File: config.mk
export PLATFORM = sky130hd
export DESIGN_NAME = jtag_tap_ctrl
export DESIGN_NICKNAME = d
export VERILOG_FILES = /design/src/rtl/jtag_pkg.sv /design/src/rtl/jtag_tap_fsm.sv /design/src/rtl/jtag_tap_ctrl.sv
export SDC_FILE = /design/constraint.sdc
export NUM_CORES = 1
export LEC_CHECK = 0
export BUFFER_PORTS_ARGS = -buffer_cell sky130_fd_sc_hd__buf_2
export CORE_ASPECT_RATIO = 0.7
export CORE_UTILIZATION = 59
export DETAILED_ROUTE_END_ITERATION = 16
export PLACE_DENSITY = 0.79
export SYNTH_ARGS = -nofsm -noshare
export SYNTH_HDL_FRONTEND = slang
export SYNTH_SLANG_ARGS = --single-unit
File: constraint.sdc
create_clock -name tck -period 2.7 [get_ports tck]
set_input_delay 0.135 -clock tck [delete_from_list [all_inputs] [get_ports tck]]
set_output_delay 0.135 -clock tck [all_outputs]
set_load 0.02 [all_outputs]
File: src/rtl/jtag_pkg.sv
// Shared JTAG TAP types and constants: TAP state encoding, instruction
// encoding, IR capture pattern and the default IDCODE value.
package jtag_pkg;

  localparam int unsigned MSB_IR_ENC = 3;

  // Pattern loaded into the IR shift register in CAPTURE_IR (LSBs 01 as required)
  localparam logic [MSB_IR_ENC:0] IR_CAPTURE_VAL = 4'b0101;

  localparam logic [31:0] IDCODE_DEFAULT = 32'h1000_0001;

  typedef enum logic [3:0] {
    TestLogicReset = 4'h0,
    RunTestIdle    = 4'h1,
    SelectDrScan   = 4'h2,
    CaptureDr      = 4'h3,
    ShiftDr        = 4'h4,
    Exit1Dr        = 4'h5,
    PauseDr        = 4'h6,
    Exit2Dr        = 4'h7,
    UpdateDr       = 4'h8,
    SelectIrScan   = 4'h9,
    CaptureIr      = 4'ha,
    ShiftIr        = 4'hb,
    Exit1Ir        = 4'hc,
    PauseIr        = 4'hd,
    Exit2Ir        = 4'he,
    UpdateIr       = 4'hf
  } tap_ctrl_fsm_t;

  typedef enum logic [MSB_IR_ENC:0] {
    Extest        = 4'h0,
    SamplePreload = 4'h1,
    Idcode        = 4'he,
    Bypass        = 4'hf
  } ir_decoding_t;

  // Which data register sits between tdi and tdo
  typedef enum logic [1:0] {
    DrBypass,
    DrIdcode,
    DrExt
  } dr_sel_t;

  // Anything not explicitly decoded falls back to the bypass register
  function automatic dr_sel_t decode_dr(input logic [MSB_IR_ENC:0] ir);
    dr_sel_t sel;
    case (ir)
      Idcode:                sel = DrIdcode;
      Extest, SamplePreload: sel = DrExt;
      default:               sel = DrBypass;
    endcase
    return sel;
  endfunction

endpackage

File: src/rtl/jtag_tap_fsm.sv
// IEEE 1149.1 TAP controller state machine, advanced on tck rise.
module jtag_tap_fsm
  import jtag_pkg::*;
(
  input  logic          tck,
  input  logic          trst,
  input  logic          tms,
  output tap_ctrl_fsm_t state
);

  // Standard 16-state TAP transition graph; tms=1 five times always reaches reset
  always_ff @(posedge tck or negedge trst) begin
    if (!trst) begin
      state <= TestLogicReset;
    end else begin
      unique case (state)
        TestLogicReset: state <= tms ? TestLogicReset : RunTestIdle;
        RunTestIdle:    state <= tms ? SelectDrScan   : RunTestIdle;
        SelectDrScan:   state <= tms ? SelectIrScan   : CaptureDr;
        CaptureDr:      state <= tms ? Exit1Dr        : ShiftDr;
        ShiftDr:        state <= tms ? Exit1Dr        : ShiftDr;
        Exit1Dr:        state <= tms ? UpdateDr       : PauseDr;
        PauseDr:        state <= tms ? Exit2Dr        : PauseDr;
        Exit2Dr:        state <= tms ? UpdateDr       : ShiftDr;
        UpdateDr:       state <= tms ? SelectDrScan   : RunTestIdle;
        SelectIrScan:   state <= tms ? TestLogicReset : CaptureIr;
        CaptureIr:      state <= tms ? Exit1Ir        : ShiftIr;
        ShiftIr:        state <= tms ? Exit1Ir        : ShiftIr;
        Exit1Ir:        state <= tms ? UpdateIr       : PauseIr;
        PauseIr:        state <= tms ? Exit2Ir        : PauseIr;
        Exit2Ir:        state <= tms ? UpdateIr       : ShiftIr;
        UpdateIr:       state <= tms ? SelectDrScan   : RunTestIdle;
      endcase
    end
  end

endmodule

File: src/rtl/jtag_tap_ctrl.sv
// JTAG TAP controller: instruction register, BYPASS and IDCODE data registers,
// strobes for external data registers and the tdo output mux.
// Optional macro JTAG_TDO_NEGEDGE_EN: register tdo on the falling edge of tck.
module jtag_tap_ctrl
  import jtag_pkg::*;
#(
  parameter logic [31:0]  IDCODE_VAL = IDCODE_DEFAULT,
  parameter ir_decoding_t IR_RST_VAL = Idcode
) (
  input  logic                  tck,
  input  logic                  trst,
  input  logic                  tms,
  input  logic                  tdi,
  output logic                  tdo,
  output logic [3:0]            tap_state_o,
  output logic [MSB_IR_ENC:0]   ir_o,
  output logic                  capture_dr_o,
  output logic                  shift_dr_o,
  output logic                  update_dr_o,
  input  logic                  ext_tdo_i
);

  tap_ctrl_fsm_t         state;
  logic [MSB_IR_ENC:0]   ir_shift;
  logic [MSB_IR_ENC:0]   ir_q;
  logic                  bypass_q;
  logic [31:0]           idcode_q;
  dr_sel_t               dr_sel;
  logic                  tdo_mux;

  jtag_tap_fsm u_fsm (
    .tck   (tck),
    .trst  (trst),
    .tms   (tms),
    .state (state)
  );

  assign tap_state_o = state;

  // Force the reset instruction for the whole time the TAP sits in reset,
  // including the first cycle after entering it through tms
  assign ir_o   = (state == TestLogicReset) ? IR_RST_VAL : ir_q;
  assign dr_sel = decode_dr(ir_o);

  // Instruction register: capture/shift chain and the active instruction
  always_ff @(posedge tck or negedge trst) begin
    if (!trst) begin
      ir_shift <= '0;
      ir_q     <= IR_RST_VAL;
    end else begin
      case (state)
        CaptureIr: ir_shift <= IR_CAPTURE_VAL;
        ShiftIr:   ir_shift <= {tdi, ir_shift[MSB_IR_ENC:1]};
        default:   ;
      endcase
      if (state == TestLogicReset) begin
        ir_q <= IR_RST_VAL;
      end else if (state == UpdateIr) begin
        ir_q <= ir_shift;
      end
    end
  end

  // BYPASS and IDCODE data registers; only the selected one captures or shifts
  always_ff @(posedge tck or negedge trst) begin
    if (!trst) begin
      bypass_q <= 1'b0;
      idcode_q <= IDCODE_VAL;
    end else if (state == CaptureDr) begin
      if (dr_sel == DrBypass) bypass_q <= 1'b0;
      if (dr_sel == DrIdcode) idcode_q <= IDCODE_VAL;
    end else if (state == ShiftDr) begin
      if (dr_sel == DrBypass) bypass_q <= tdi;
      if (dr_sel == DrIdcode) idcode_q <= {tdi, idcode_q[31:1]};
    end
  end

  // External DR strobes; state values are distinct so at most one is high
  assign capture_dr_o = (state == CaptureDr) && (dr_sel == DrExt);
  assign shift_dr_o   = (state == ShiftDr)   && (dr_sel == DrExt);
  assign update_dr_o  = (state == UpdateDr)  && (dr_sel == DrExt);

  // Serial output source selection
  always_comb begin
    tdo_mux = 1'b0;
    case (state)
      ShiftIr: tdo_mux = ir_shift[0];
      ShiftDr: begin
        case (dr_sel)
          DrIdcode: tdo_mux = idcode_q[0];
          DrExt:    tdo_mux = ext_tdo_i;
          default:  tdo_mux = bypass_q;
        endcase
      end
      default: tdo_mux = 1'b0;
    endcase
  end

`ifdef JTAG_TDO_NEGEDGE_EN
  logic tdo_q;

  // Launch tdo on the falling edge so it is stable at the next capture edge
  always_ff @(negedge tck or negedge trst) begin
    if (!trst) begin
      tdo_q <= 1'b0;
    end else begin
      tdo_q <= tdo_mux;
    end
  end

  assign tdo = tdo_q;
`else
  assign tdo = tdo_mux;
`endif

endmodule
==> flow_summary.json <==
{
  "grt_usage": 0.2495,
  "die-area_sq_um": 3910,
  "critical_path_buf_inv_count": 2,
  "synth.mux.area_fraction": 0.005214,
  "postCtsHoldBufs": 0,
  "rsz0062_at_grt": "false",
  "path_class": "reg -> out",
  "slew_violations": 0,
  "outcome": "finished, violations left",
  "num_vias": 1653,
  "place_inst": 300,
  "preCtsSetupSlack_ns": 0.3860,
  "avgSynthCellArea_sq_um": 8.743,
  "yosysSeqAreaShare": 0.5243,
  "insertion_delay_ns": 0.30,
  "crit_slowest_cell": "dfrtp_1",
  "post-dp-hpwl_microns": 2700,
  "failed_checks": "hold timing",
  "grt_pass1_vias": 1492,
  "ys_seq_elements": 45,
  "ys_warn_count": 0,
  "crit_chain": "nor4_1 > buf_4 > a41oi_1 > ha_1 > a22oi_1 > o21ai_0 > a32o_1 > buf_2",
  "timing.final.crit_period_ns": 2.402,
  "p_sw_uw": 958.1,
  "postCtsResizedCells": 0,
  "sw_frac_of_total": 0.4170,
  "critical_path.startpoint": "u_fsm.state[3]$_DFF_PN0_",
  "power.internal_mw": 1.340,
  "num_io_pins": 17,
  "synth_compound_area_frac": 0.1680,
  "crit_path_end_kind": "output port",
  "cts_buffers": 5,
  "layout_setup_ws_ns": 0.2984,
  "globalplace.congestion": 0.8655,
  "drive_gt1_frac": 0.1533,
  "synth_top_family_by_area": "simple AND/OR/NAND/NOR gates",
  "drc": 0,
  "synth_area_sq_um": 2160,
  "numPortBuffers": 16,
  "syn_inst": 247,
  "clkSinkCount": 45,
  "relSlewSlack": 0.3454,
  "layout_worst_path_cycle_share": 0.8895,
  "via_per_inst": 5.367,
  "core-area_sq_um": 3318,
  "syn-num-nets": 255,
  "diodes": 0,
  "wirelength_microns": 4217,
  "max_freq_ghz": 0.4164,
  "nets": 268,
  "grt_max_degree": 46,
  "rr_endpoint": "idcode_q[28]$_DFFE_PN1P_",
  "cts_root_buf": "clkbuf_8",
  "finClkSkew_ns": 0.008219,
  "power_frac_seq": 0.400,
  "startpoint_type": "register",
  "rrSetupSlack_ns": 0.36,
  "multi_input_area_sq_um": 935.9,
  "path_delay_family": "compound AO/OA/AOI/OAI gates",
  "tightest_slew_ns": 0.9819,
  "clk_pin_slew_ns": 0.08,
  "worstSetupPathDepth": 8,
  "finalPower_mw": 2.298,
  "final_cells": 308,
  "nFillCells": 272,
  "reg2reg_from": "u_fsm.state[3]$_DFF_PN0_",
  "yosys.area_share.adder": 0.01738,
  "die_y_microns": 52.62,
  "power_frac_clock": 0.175,
  "fin_hold_ws_ns": -0.005274,
  "cts_tree": "done",
  "clock_path_buffers": 2,
  "ant_nets": 0,
  "grt_pass1_wl_microns": 7196,
  "arrival_ns": 2.27,
  "fp.dieW_microns": 74.31,
  "setup_viol": 0,
  "hold_viol": 6,
  "ys_types": 33,
  "postCtsSetupRepairBufs": 0,
  "worst_path_largest_cell_delay_ns": 0.38,
  "synth_xor_area_frac": 0.004056,
  "reg2reg_depth": 9,
  "cp_max_fo": 4,
  "grt_overflow": 0,
  "synth_simple_gate_area_share": 0.2352,
  "pwr-share-comb": 0.425,
  "htreeDepth": 2,
  "leakagePower_nw": 1.036,
  "cp.required_ns": 2.57,
  "drtPass1Iterations": 4,
  "post_drt_wl_per_cell_microns": 13.69,
  "area_delta_synth_final_pct": 9.328,
  "drtIter0Drc": 145,
  "initial_core_util": 0.6508,
  "seq_area_sq_um": 1132,
  "vdd_drop_max_v": 0.0005081,
  "timing.max_cap.violations": 0,
  "antenna_found_initial": 0,
  "setup_tns_ns": 0,
  "num_rows": 17,
  "timing.hold.worst.class": "in -> async",
  "p_per_area_nw_per_um2": 973.2
}
[stage by stage]
| step | util | instance area (sq um) | hold WS (ns) |
|---|---|---|---|
| after CTS | 0.7115 | 2361 | 0.02543 |
| after global routing | 0.7115 | 2361 | 0.08576 |
| after global placement | 0.6867 | 2278 | 0.3291 |
| after detailed placement | 0.6867 | 2278 | 0.3428 |
| after floorplan | - | 2160 | -0.1606 |
| final | 0.7115 | 2361 | -0.005274 |
[synthesized netlist by cell type (all sizes together)]
library cell,n,area [sq um]
nand2,72,270.3
o21ai,43,219.0
dfrtp,40,1001
buf,9,50.04
clkbuf,8,30.03
nor2,8,30.03
a21oi,7,35.03
nor2b,7,43.79
a22oi,5,37.54
dfstp,5,131.4
inv,5,18.77
and2,4,25.02
nand2b,4,25.02
nor3b,4,30.03
ha,3,37.54
nor3,3,15.01
or2,3,18.77
a221oi,2,17.52
a311oi,2,17.52
a32o,2,20.02
and3,2,12.51
a21boi,1,7.510
a41oi,1,8.760
and3b,1,8.760
mux2,1,11.26
nand3b,1,7.510
nor4,1,6.260
nor4b,1,8.760
or3,1,6.260
xor2,1,8.760
[logic make-up after synthesis]
logic type / Yosys count
fa+ha+maj: 3
compound gates: 63
xor+xnor: 1
mux: 1
buf+inv: 22
flops: 45
simple gates: 112
[sequential cells by signal, summed over array words and instances (netlist names)]
signal and cells:
ir_q 4, ir_shift 4, bypass_q 1, u_fsm.state 4, idcode_q 32
[power by group through the flow]
stage / Sequential, mW / Combinational, mW / Clock, mW
5_1_grt: 0.942 / 1.11 / 0.430
2_1_floorplan: 0.957 / 0.691 / 0
6_report: 0.919 / 0.978 / 0.401
4_1_cts: 0.916 / 0.968 / 0.405
3_3_place_gp: 0.929 / 0.931 / 0
3_5_place_dp: 0.926 / 0.966 / 0
[cell usage in the layout, fill, tap and decap left out, types with 2 or more instances in the layout]
cell type | synthesis | layout
buf_4 | 2 | 7
inv_1 | 5 | 5
or2_2 | 3 | 3
and2_1 | 4 | 4
and3_1 | 2 | 2
a32o_1 | 2 | 2
a221oi_1 | 2 | 2
clkbuf_8 | 0 | 5
clkinv_2 | 0 | 2
buf_2 | 7 | 16
dfstp_2 | 5 | 5
nand2_1 | 72 | 72
nor3b_1 | 4 | 4
a21oi_1 | 7 | 7
nor3_1 | 3 | 3
o21ai_0 | 41 | 41
a311oi_1 | 2 | 2
a22oi_1 | 5 | 5
nand2b_1 | 4 | 4
nor2_1 | 8 | 8
nor2b_1 | 7 | 7
dfrtp_1 | 40 | 40
ha_1 | 3 | 3
[worst reg2reg max path, stage by stage, from the launching register on]
cell,delay [ns]
dfrtp_1,0.38
nor4_1,0.37
buf_4,0.20
a41oi_1,0.07
inv_1,0.10
ha_1,0.16
nor2b_1,0.22
o21ai_4,0.22
buf_4,0.30
o21ai_0,0.25
[metal layers]
layer  track usage  wire length (microns)  up-vias
li1              -                      -      856
met4       0.08805                     42        0
met3       0.05962                    140        5
met1        0.3844                   2288      770
met5             0                      0        -
met2        0.3379                   1745       22
[worst max-delay path by stage]
stage	endpoint	slack [ns]
2_1_floorplan	idcode_q[22]$_DFFE_PN0P_	0.36
3_3_place_gp	idcode_q[29]$_DFFE_PN0P_	0.48
3_5_place_dp	idcode_q[28]$_DFFE_PN1P_	0.39
4_1_cts	tdo	0.29
5_1_grt	tdo	0.10
6_report	tdo	0.30
[final cells by class]
cell class              instances  area share
inverters                       5    0.007949
flip-flops and latches         45      0.4796
well taps                      47     0.02491
clock buffers                   6     0.03074
clock inverters                 2    0.004240
repair buffers                 23     0.05617
multi-input cells             180      0.3964
Note: power is estimated with default switching activity, not from simulation.
